### config.mk
export PLATFORM = sky130hd
export DESIGN_NAME = prog_delay_line_flat
export DESIGN_NICKNAME = d
export VERILOG_FILES = /design/src/rtl/prog_delay_line_if.sv /design/src/rtl/prog_delay_line.sv /design/src/flat_wrapper.sv
export SDC_FILE = /design/constraint.sdc
export NUM_CORES = 1
export LEC_CHECK = 0
export BUFFER_PORTS_ARGS = -buffer_cell sky130_fd_sc_hd__buf_2
export CORE_ASPECT_RATIO = 0.9
export CORE_MARGIN = 4
export CORE_UTILIZATION = 45
export CTS_BUF_LIST = sky130_fd_sc_hd__clkbuf_8 sky130_fd_sc_hd__clkbuf_16
export CTS_CLUSTER_DIAMETER = 200
export DETAILED_ROUTE_END_ITERATION = 10
export HOLD_SLACK_MARGIN = 0.15
export SKIP_LAST_GASP = 1
export SYNTH_ARGS = -nofsm -noshare
export SYNTH_HDL_FRONTEND = slang
export SYNTH_SLANG_ARGS = --single-unit
### constraint.sdc
create_clock -name clk -period 3.19 [get_ports clk]
set_input_delay 0.638 -clock clk [delete_from_list [all_inputs] [get_ports clk]]
set_output_delay 0.638 -clock clk [all_outputs]
set_load 0.1 [all_outputs]
### src/rtl/prog_delay_line_if.sv
// Bus bundle for prog_delay_line: stream in/out, delay config and status.
//   master : drives en, cfg_we, cfg_delay, in_data, in_valid; sees status/output
//   slave  : the delay line itself
interface prog_delay_line_if #(
  parameter int WIDTH     = 8,
  parameter int MAX_DELAY = 16
);
  localparam int DW = $clog2(MAX_DELAY + 1);

  logic             en;
  logic             cfg_we;
  logic [DW-1:0]    cfg_delay;
  logic             cfg_err;
  logic [DW-1:0]    cur_delay;
  logic [WIDTH-1:0] in_data;
  logic             in_valid;
  logic [WIDTH-1:0] out_data;
  logic             out_valid;
  logic             primed;

  modport master (
    output en, cfg_we, cfg_delay, in_data, in_valid,
    input  cfg_err, cur_delay, out_data, out_valid, primed
  );

  modport slave (
    input  en, cfg_we, cfg_delay, in_data, in_valid,
    output cfg_err, cur_delay, out_data, out_valid, primed
  );
endinterface

### src/rtl/prog_delay_line.sv
// prog_delay_line: runtime-programmable delay line for {valid, data}.
// A sample accepted on an enabled edge reappears exactly D enabled edges
// later (D = cur_delay, 0..MAX_DELAY). D=0 is a combinational passthrough.
// Ports:
//   clk, rst         clock, synchronous active-high reset
//   bus.en           advance enable (0 = stall, state held)
//   bus.cfg_we       load cfg_delay (flushes stored valids, resets fill)
//   bus.cfg_delay    requested delay, clamped to MAX_DELAY
//   bus.cfg_err      one-cycle pulse after a clamped load
//   bus.cur_delay    active delay D
//   bus.in_data/in_valid    input sample
//   bus.out_data/out_valid  delayed sample, data zeroed when not valid
//   bus.primed       D enabled edges elapsed since reset/load
module prog_delay_line #(
  parameter int WIDTH       = 8,
  parameter int MAX_DELAY   = 16,
  parameter int RESET_DELAY = 5
) (
  input logic              clk,
  input logic              rst,
  prog_delay_line_if.slave bus
);
  localparam int DW = $clog2(MAX_DELAY + 1);

  logic [MAX_DELAY-1:0][WIDTH-1:0] r_data;
  logic [MAX_DELAY-1:0]            r_vld_pipe;
  logic [DW-1:0]                   r_delay;
  logic [DW-1:0]                   r_fill;
  logic                            r_cfg_err;

  logic             w_clamp;
  logic [DW-1:0]    w_new_delay;
  logic [WIDTH-1:0] w_sel_data;
  logic             w_sel_vld;

  assign w_clamp     = (int'(bus.cfg_delay) > MAX_DELAY);
  assign w_new_delay = w_clamp ? DW'(MAX_DELAY) : bus.cfg_delay;

  always_ff @(posedge clk) begin
    if (rst) begin
      r_data     <= '0;
      r_vld_pipe <= '0;
      r_delay    <= DW'(RESET_DELAY);
      r_fill     <= '0;
      r_cfg_err  <= 1'b0;
    end else if (bus.cfg_we) begin
      // Reconfigure: flush in-flight valids so nothing sampled under the old
      // delay leaks out; the input on this edge is dropped.
      r_vld_pipe <= '0;
      r_delay    <= w_new_delay;
      r_fill     <= '0;
      r_cfg_err  <= w_clamp;
    end else begin
      r_cfg_err <= 1'b0;
      if (bus.en) begin
        for (int i = MAX_DELAY - 1; i > 0; i--) begin
          r_data[i]     <= r_data[i-1];
          r_vld_pipe[i] <= r_vld_pipe[i-1];
        end
        r_data[0]     <= bus.in_data;
        r_vld_pipe[0] <= bus.in_valid;
        if (r_fill != r_delay) r_fill <= r_fill + DW'(1);
      end
    end
  end

  // Tap select: stage D-1 holds the sample accepted D enabled edges ago.
  always_comb begin
    w_sel_data = '0;
    w_sel_vld  = 1'b0;
    for (int i = 0; i < MAX_DELAY; i++) begin
      if (r_delay == DW'(i + 1)) begin
        w_sel_data = r_data[i];
        w_sel_vld  = r_vld_pipe[i];
      end
    end
  end

  always_comb begin
    if (r_delay == '0) begin
      bus.out_valid = bus.in_valid;
      bus.out_data  = bus.in_valid ? bus.in_data : '0;
    end else begin
      bus.out_valid = w_sel_vld;
      bus.out_data  = w_sel_vld ? w_sel_data : '0;
    end
  end

  assign bus.cur_delay = r_delay;
  assign bus.cfg_err   = r_cfg_err;
  assign bus.primed    = (r_fill == r_delay);
endmodule

### src/flat_wrapper.sv
// flat-port wrapper written by rule: the top's interface ports become plain ports
module prog_delay_line_flat 
#(
  parameter int WIDTH       = 8,
  parameter int MAX_DELAY   = 16,
  parameter int RESET_DELAY = 5
)
  (clk, rst, bus_en, bus_cfg_we, bus_cfg_delay, bus_in_data, bus_in_valid, bus_cfg_err, bus_cur_delay, bus_out_data, bus_out_valid, bus_primed);
  prog_delay_line_if #(.WIDTH(WIDTH), .MAX_DELAY(MAX_DELAY)) bus_i ();
  input logic clk;
  input logic rst;
  input wire logic [$bits(bus_i.en)-1:0] bus_en;
  input wire logic [$bits(bus_i.cfg_we)-1:0] bus_cfg_we;
  input wire logic [$bits(bus_i.cfg_delay)-1:0] bus_cfg_delay;
  input wire logic [$bits(bus_i.in_data)-1:0] bus_in_data;
  input wire logic [$bits(bus_i.in_valid)-1:0] bus_in_valid;
  output wire logic [$bits(bus_i.cfg_err)-1:0] bus_cfg_err;
  output wire logic [$bits(bus_i.cur_delay)-1:0] bus_cur_delay;
  output wire logic [$bits(bus_i.out_data)-1:0] bus_out_data;
  output wire logic [$bits(bus_i.out_valid)-1:0] bus_out_valid;
  output wire logic [$bits(bus_i.primed)-1:0] bus_primed;
  assign bus_i.en = bus_en;
  assign bus_i.cfg_we = bus_cfg_we;
  assign bus_i.cfg_delay = bus_cfg_delay;
  assign bus_i.in_data = bus_in_data;
  assign bus_i.in_valid = bus_in_valid;
  assign bus_cfg_err = bus_i.cfg_err;
  assign bus_cur_delay = bus_i.cur_delay;
  assign bus_out_data = bus_i.out_data;
  assign bus_out_valid = bus_i.out_valid;
  assign bus_primed = bus_i.primed;
  prog_delay_line #(.WIDTH(WIDTH), .MAX_DELAY(MAX_DELAY), .RESET_DELAY(RESET_DELAY)) u_core (.clk(clk), .rst(rst), .bus(bus_i));
endmodule
## Yosys cells after proc, flatten, opt, wreduce, memory -nomap -nowiden

Index checks and enable logic that the tools add are counted.

| storage, ports and cells | value |
|---|---|
| register bits | 155 |
| output and inout bits | 16 |
| word-level logic and storage cells | 83 |

| operators by class | value |
|---|---|
| add/sub/neg operators | 1 |
| order comparisons | 1 |
| equal/unequal tests | 18 |
| muxes and demuxes | 37 |
| bitwise operators | 1 |
| reductions and logical operators | 5 |

Operators with widths:

| kind | number |
|---|---|
| 2-to-1 mux 8 bit | 19 |
| equality test 5 x 4 -> 1 bit (second input constant) | 8 |
| equality test 5 x 3 -> 1 bit (second input constant) | 4 |
| 2-to-1 mux 1 bit | 17 |
| equality test 5 x 2 -> 1 bit (second input constant) | 2 |
| adder 5 x 1 -> 5 bit (second input constant) | 1 |
| equality test 5 x 1 -> 1 bit (second input constant) | 1 |
| equality test 5 bit | 1 |
| equality test 5 bit (second input constant) | 1 |
| > comparator 5 bit (second input constant) | 1 |
| logical NOT 5 bit | 1 |
| 2-to-1 mux 5 bit | 1 |
| != test 5 bit | 1 |
| AND reduction 2 bit | 2 |
| OR reduction 2 bit | 2 |
| NOT 1 bit | 1 |

## Longest topological paths before layout

| logic depth | value |
|---|---|
| word-level depth | 19 |
| mapped depth | 10 |
| mapped depth without buffers | 6 |

## Least setup slack after synthesis

OpenSTA, ideal clock, no wires.

| path | value |
|---|---|
| path type | reg2out |
| start point | register u_core.r_delay[3], in the netlist u_core.bus.cur_delay[3] |
| end point | output bus_out_data[0] |
| arrival time | 4.571 ns |
| slack | -2.019 ns |
| stages on the path, launching flop included | 10 |
| path buffers | 3 |
| cell sequence | dfxtp_1 > buf_4 > nand2b_1 > buf_2 > or2_2 > buf_2 > nor2_1 > a22o_1 > a21oi_4 > o31ai_1 |

| on the way | value |
|---|---|
| word-level cells in the longest chain between the ends | 19 |
| elaborated cells between the ends (all ways) | 51 |
| classes of those cells | eq/ne (16); mux (34); reduce/logical (1) |

Ends and longest elaborated chain:

| element | RTL line | source |
|---|---|---|
| start, declared | prog_delay_line.sv:27 | `logic [DW-1:0] r_delay;` |
| start signal, assigned | prog_delay_line.sv:43 | `r_delay <= DW'(RESET_DELAY);` |
| start signal, assigned | prog_delay_line.sv:50 | `r_delay <= w_new_delay;` |
| equality test 5 x 1 -> 1 bit | prog_delay_line.sv:72 | `if (r_delay == DW'(i + 1)) begin` |
| 2-to-1 mux 8 bit / 2-to-1 mux 1 bit (equally long branches) (16 in series) | prog_delay_line.sv:72 |  |
| 2-to-1 mux 8 bit | prog_delay_line.sv:85 | `bus.out_data = w_sel_vld ? w_sel_data : '0;` |
| 2-to-1 mux 8 bit * | prog_delay_line.sv:80 | `if (r_delay == '0) begin` |
| end, declared | flat_wrapper.sv:19 | `output wire logic [$bits(bus_i.out_data)-1:0] bus_out_data;` |

Mark *: on every way between the ends. The rest lies on a longest branch, timed or not.

## Final worst setup path

| path | value |
|---|---|
| start point | register u_core.r_delay[2], in the netlist u_core.bus.cur_delay[2] |
| end point | output bus_out_data[0] |

The elaborated chain is that of the path after synthesis.

==> impl_metrics.toml <==
[critical_path]
crit_path_max_fanout = 8
cp_slowest_stage_delay_ns = 0.43
endpoint_kind = "primary output"
crit_family = "compound AO/OA/AOI/OAI gates"
critPathBufInv = 3
crit_slowest_cell = "dfxtp_4"
crit_path_start_kind = "flip-flop"
crit_chain = "buf_6, or3b_4, o21ai_2, a211oi_1, a221o_1, a2111oi_4, buf_4, o31ai_4, buf_12"
critPathKind = "reg -> out"
arrival_ns = 2.64
cp.required_ns = 2.55

[detailed_routing]
vias = 6998
dr.pass1.iters = 8
drt_iter0_markers = 685
drt-vias-per-instance = 5.82
drc = 0
ant_nets = 0
wl_um = 23600
wl_per_cell_um = 19.6

[timing]
tightest_slew_ns = 0.574
period_share_pct = 103
fmax_mhz = 305
setup_viol = 8
tns_ns = -0.366
max_slew_margin_pct = 61.3
worst_slack_ns = -0.0849
slew_viol_final = 0
fin_crit_ns = 3.27
hold_viol = 0
grt_setup_unrepaired = "yes"
fin_skew_ns = 0.00668

[pwr]
power.total_uw = 4790
power_density_nw_per_um2 = 534
ir_drop_uv = 461
p_leak_uw = 0.00311

[synthesis]
ys_async_sr_fraction_pct = 0
syn_inst = 951
netlist_area_um2 = 7260
ys_ff_latch = 155
yosysMostFrequentCell = "nand2_1"
synth_nets = 970
ys_types = 67
ys.flop_type = "dfxtp_1"
netlist_top_cells_count = "nand2_1 (283), a21oi_1 (162), dfxtp_1 (155), clkbuf_1 (48), nor2_1 (47)"
postSynthAreaPerCell_um2 = 7.63
synth-edff-count = 0
synth_top_area_share_pct = 42.8
ys_seq_area_share_pct = 42.8
yosys.area.top_type = "dfxtp_1"
ys_warn_count = 0
ys_top_cells_by_area = "dfxtp_1 (43%), nand2_1 (15%), a21oi_1 (11%)"

[floorplanning]
core.rowCount = 43
die_x_um = 142
die_area_um2 = 18200
die_y_um = 128
start_util_pct = 46.5
ios = 34
core_area_um2 = 15600

[clock_network]
worst_skew_pair.late_latency_ns = 0.43
clk_pin_slew_ns = 0.06
cts_tree = "built"
cts_buffers = 17
h-tree-depth = 4
cts_hold_buf = 0
cts.sinks = 155
root_buffer = "clkbuf_16"
cts.path.max_buffers = 2

[grt]
grt_pass1_wl_um = 36100
track_usage_pct = 25.7
antenna_found_initial = 0
grt_overflow = 0
grt_max_degree = 96
grt_pass1_vias = 6173

[layout]
areaGrowthSynthToFinish_pct = 23.6
layoutNonFillerInstCount = 1203
antenna_cells = 0
drive_above_1_share_pct = 18.5
n_fill_cell = 1458
nets = 1007
final_core_util_pct = 57.5

[placed_design]
io_buffer_count = 33
hpwl_um = 15500
place_congestion = 0.985
dpl.cell_count = 1150

[run_status]
violations = "setup timing"
status = "finished with violations"

[hold_path]
hold_class = "in -> reg"

[run]
max-cap-violations = 0
## final timing paths
path	start	endpoint	slack [ns]	cells past startpoint
max	u_core.bus.cur_delay[2]$_SDFFE_PP1P_	bus_out_data[0]	-0.08	9
min	bus_in_data[0]	u_core.r_data[0]$_SDFFE_PP0P_	0.45	3
max reg2reg	u_core.bus.cur_delay[3]$_SDFFE_PP0P_	u_core.r_fill[3]$_SDFFE_PP0P_	1.28	9
min reg2reg	u_core.r_data[120]$_SDFFE_PP0P_	u_core.r_data[120]$_SDFFE_PP0P_	0.46	2
## metrics by stage
step / hold slack [ns] / area, µm² / setup slack [ns]
final: 0.453 / 8970 / -0.0849
after global routing: 0.465 / 8970 / -0.153
after CTS: 0.438 / 8850 / -0.0708
after detailed placement: 0.453 / 7960 / 0.0819
after global placement: 0.448 / 7960 / 0.117
after floorplan: 0.431 / 7430 / -0.00591
## kinds of logic after synthesis
family | count (synthesis) | share of synthesized area [%]
xor gates and xnor gates | 9 | 1.09
DFF | 155 | 42.8
AOI/OAI and AO/OA | 268 | 21.7
buffers and inverters | 85 | 5.45
muxes | 40 | 5.81
and+or+nand+nor | 393 | 23.0
adders and majority gates | 1 | 0.172
## state kept, by name, summed over array words and instances (netlist names)
name / count
u_core.bus.cfg_err: 1
u_core.bus.cur_delay: 5
u_core.r_data: 128
u_core.r_fill: 5
u_core.r_vld_pipe: 16
## per-layer routing
layer	routed length (µm)	share of wire [%]	GRT usage (%)	up-vias
met2	10000	43	36.6	324
li1	-	-	-	3359
met5	0	0	0	-
met1	10800	46	37.2	3263
met4	688	2.9	10.0	0
met3	2040	8.7	6.35	52
## layout make-up
class | count | area, µm² | area share [%]
clock buffer | 20 | 489 | 5.46
clock inverter | 12 | 158 | 1.76
inverter | 7 | 26.3 | 0.293
multi-input combinational | 711 | 4010 | 44.7
sequential | 155 | 3120 | 34.8
tap | 202 | 253 | 2.82
timing repair buffer | 96 | 913 | 10.2
## worst register-to-register path: stages (launching register included)
cell,delay (ns)
dfxtp_4,0.36
buf_8,0.14
buf_4,0.14
buf_4,0.16
xor2_1,0.17
nor2_1,0.08
a21boi_1,0.36
nand4_1,0.17
xor2_1,0.15
nor2_1,0.05
## where the power goes
group          leakage [µW]  internal [µW]  switching [µW]
Combinational       0.00154            225             419
Clock              0.000321           1350             832
Sequential          0.00125           1950            21.6
## cell usage in the layout (no fill, tap or decap), types with 6 or more instances in the layout
master	Yosys	final
buf_6	4	8
nand3_1	11	11
mux2i_1	35	34
nor3_1	8	6
inv_1	7	7
nand2_1	283	280
clkbuf_16	0	19
nor2_1	47	46
a22oi_1	7	6
dfxtp_1	155	150
buf_12	0	17
a21oi_1	162	159
xor2_1	8	8
buf_2	15	23
a211oi_1	10	8
o21ai_0	30	28
buf_4	7	47
## timing repair
item	in CTS	in global routing
buffers inserted	17	5
pin swaps	1	8
resized for setup	25	20
endpoints found under the setup margin	9	9
cloned	0	0
No activity file was read; power rests on OpenSTA's default activity.
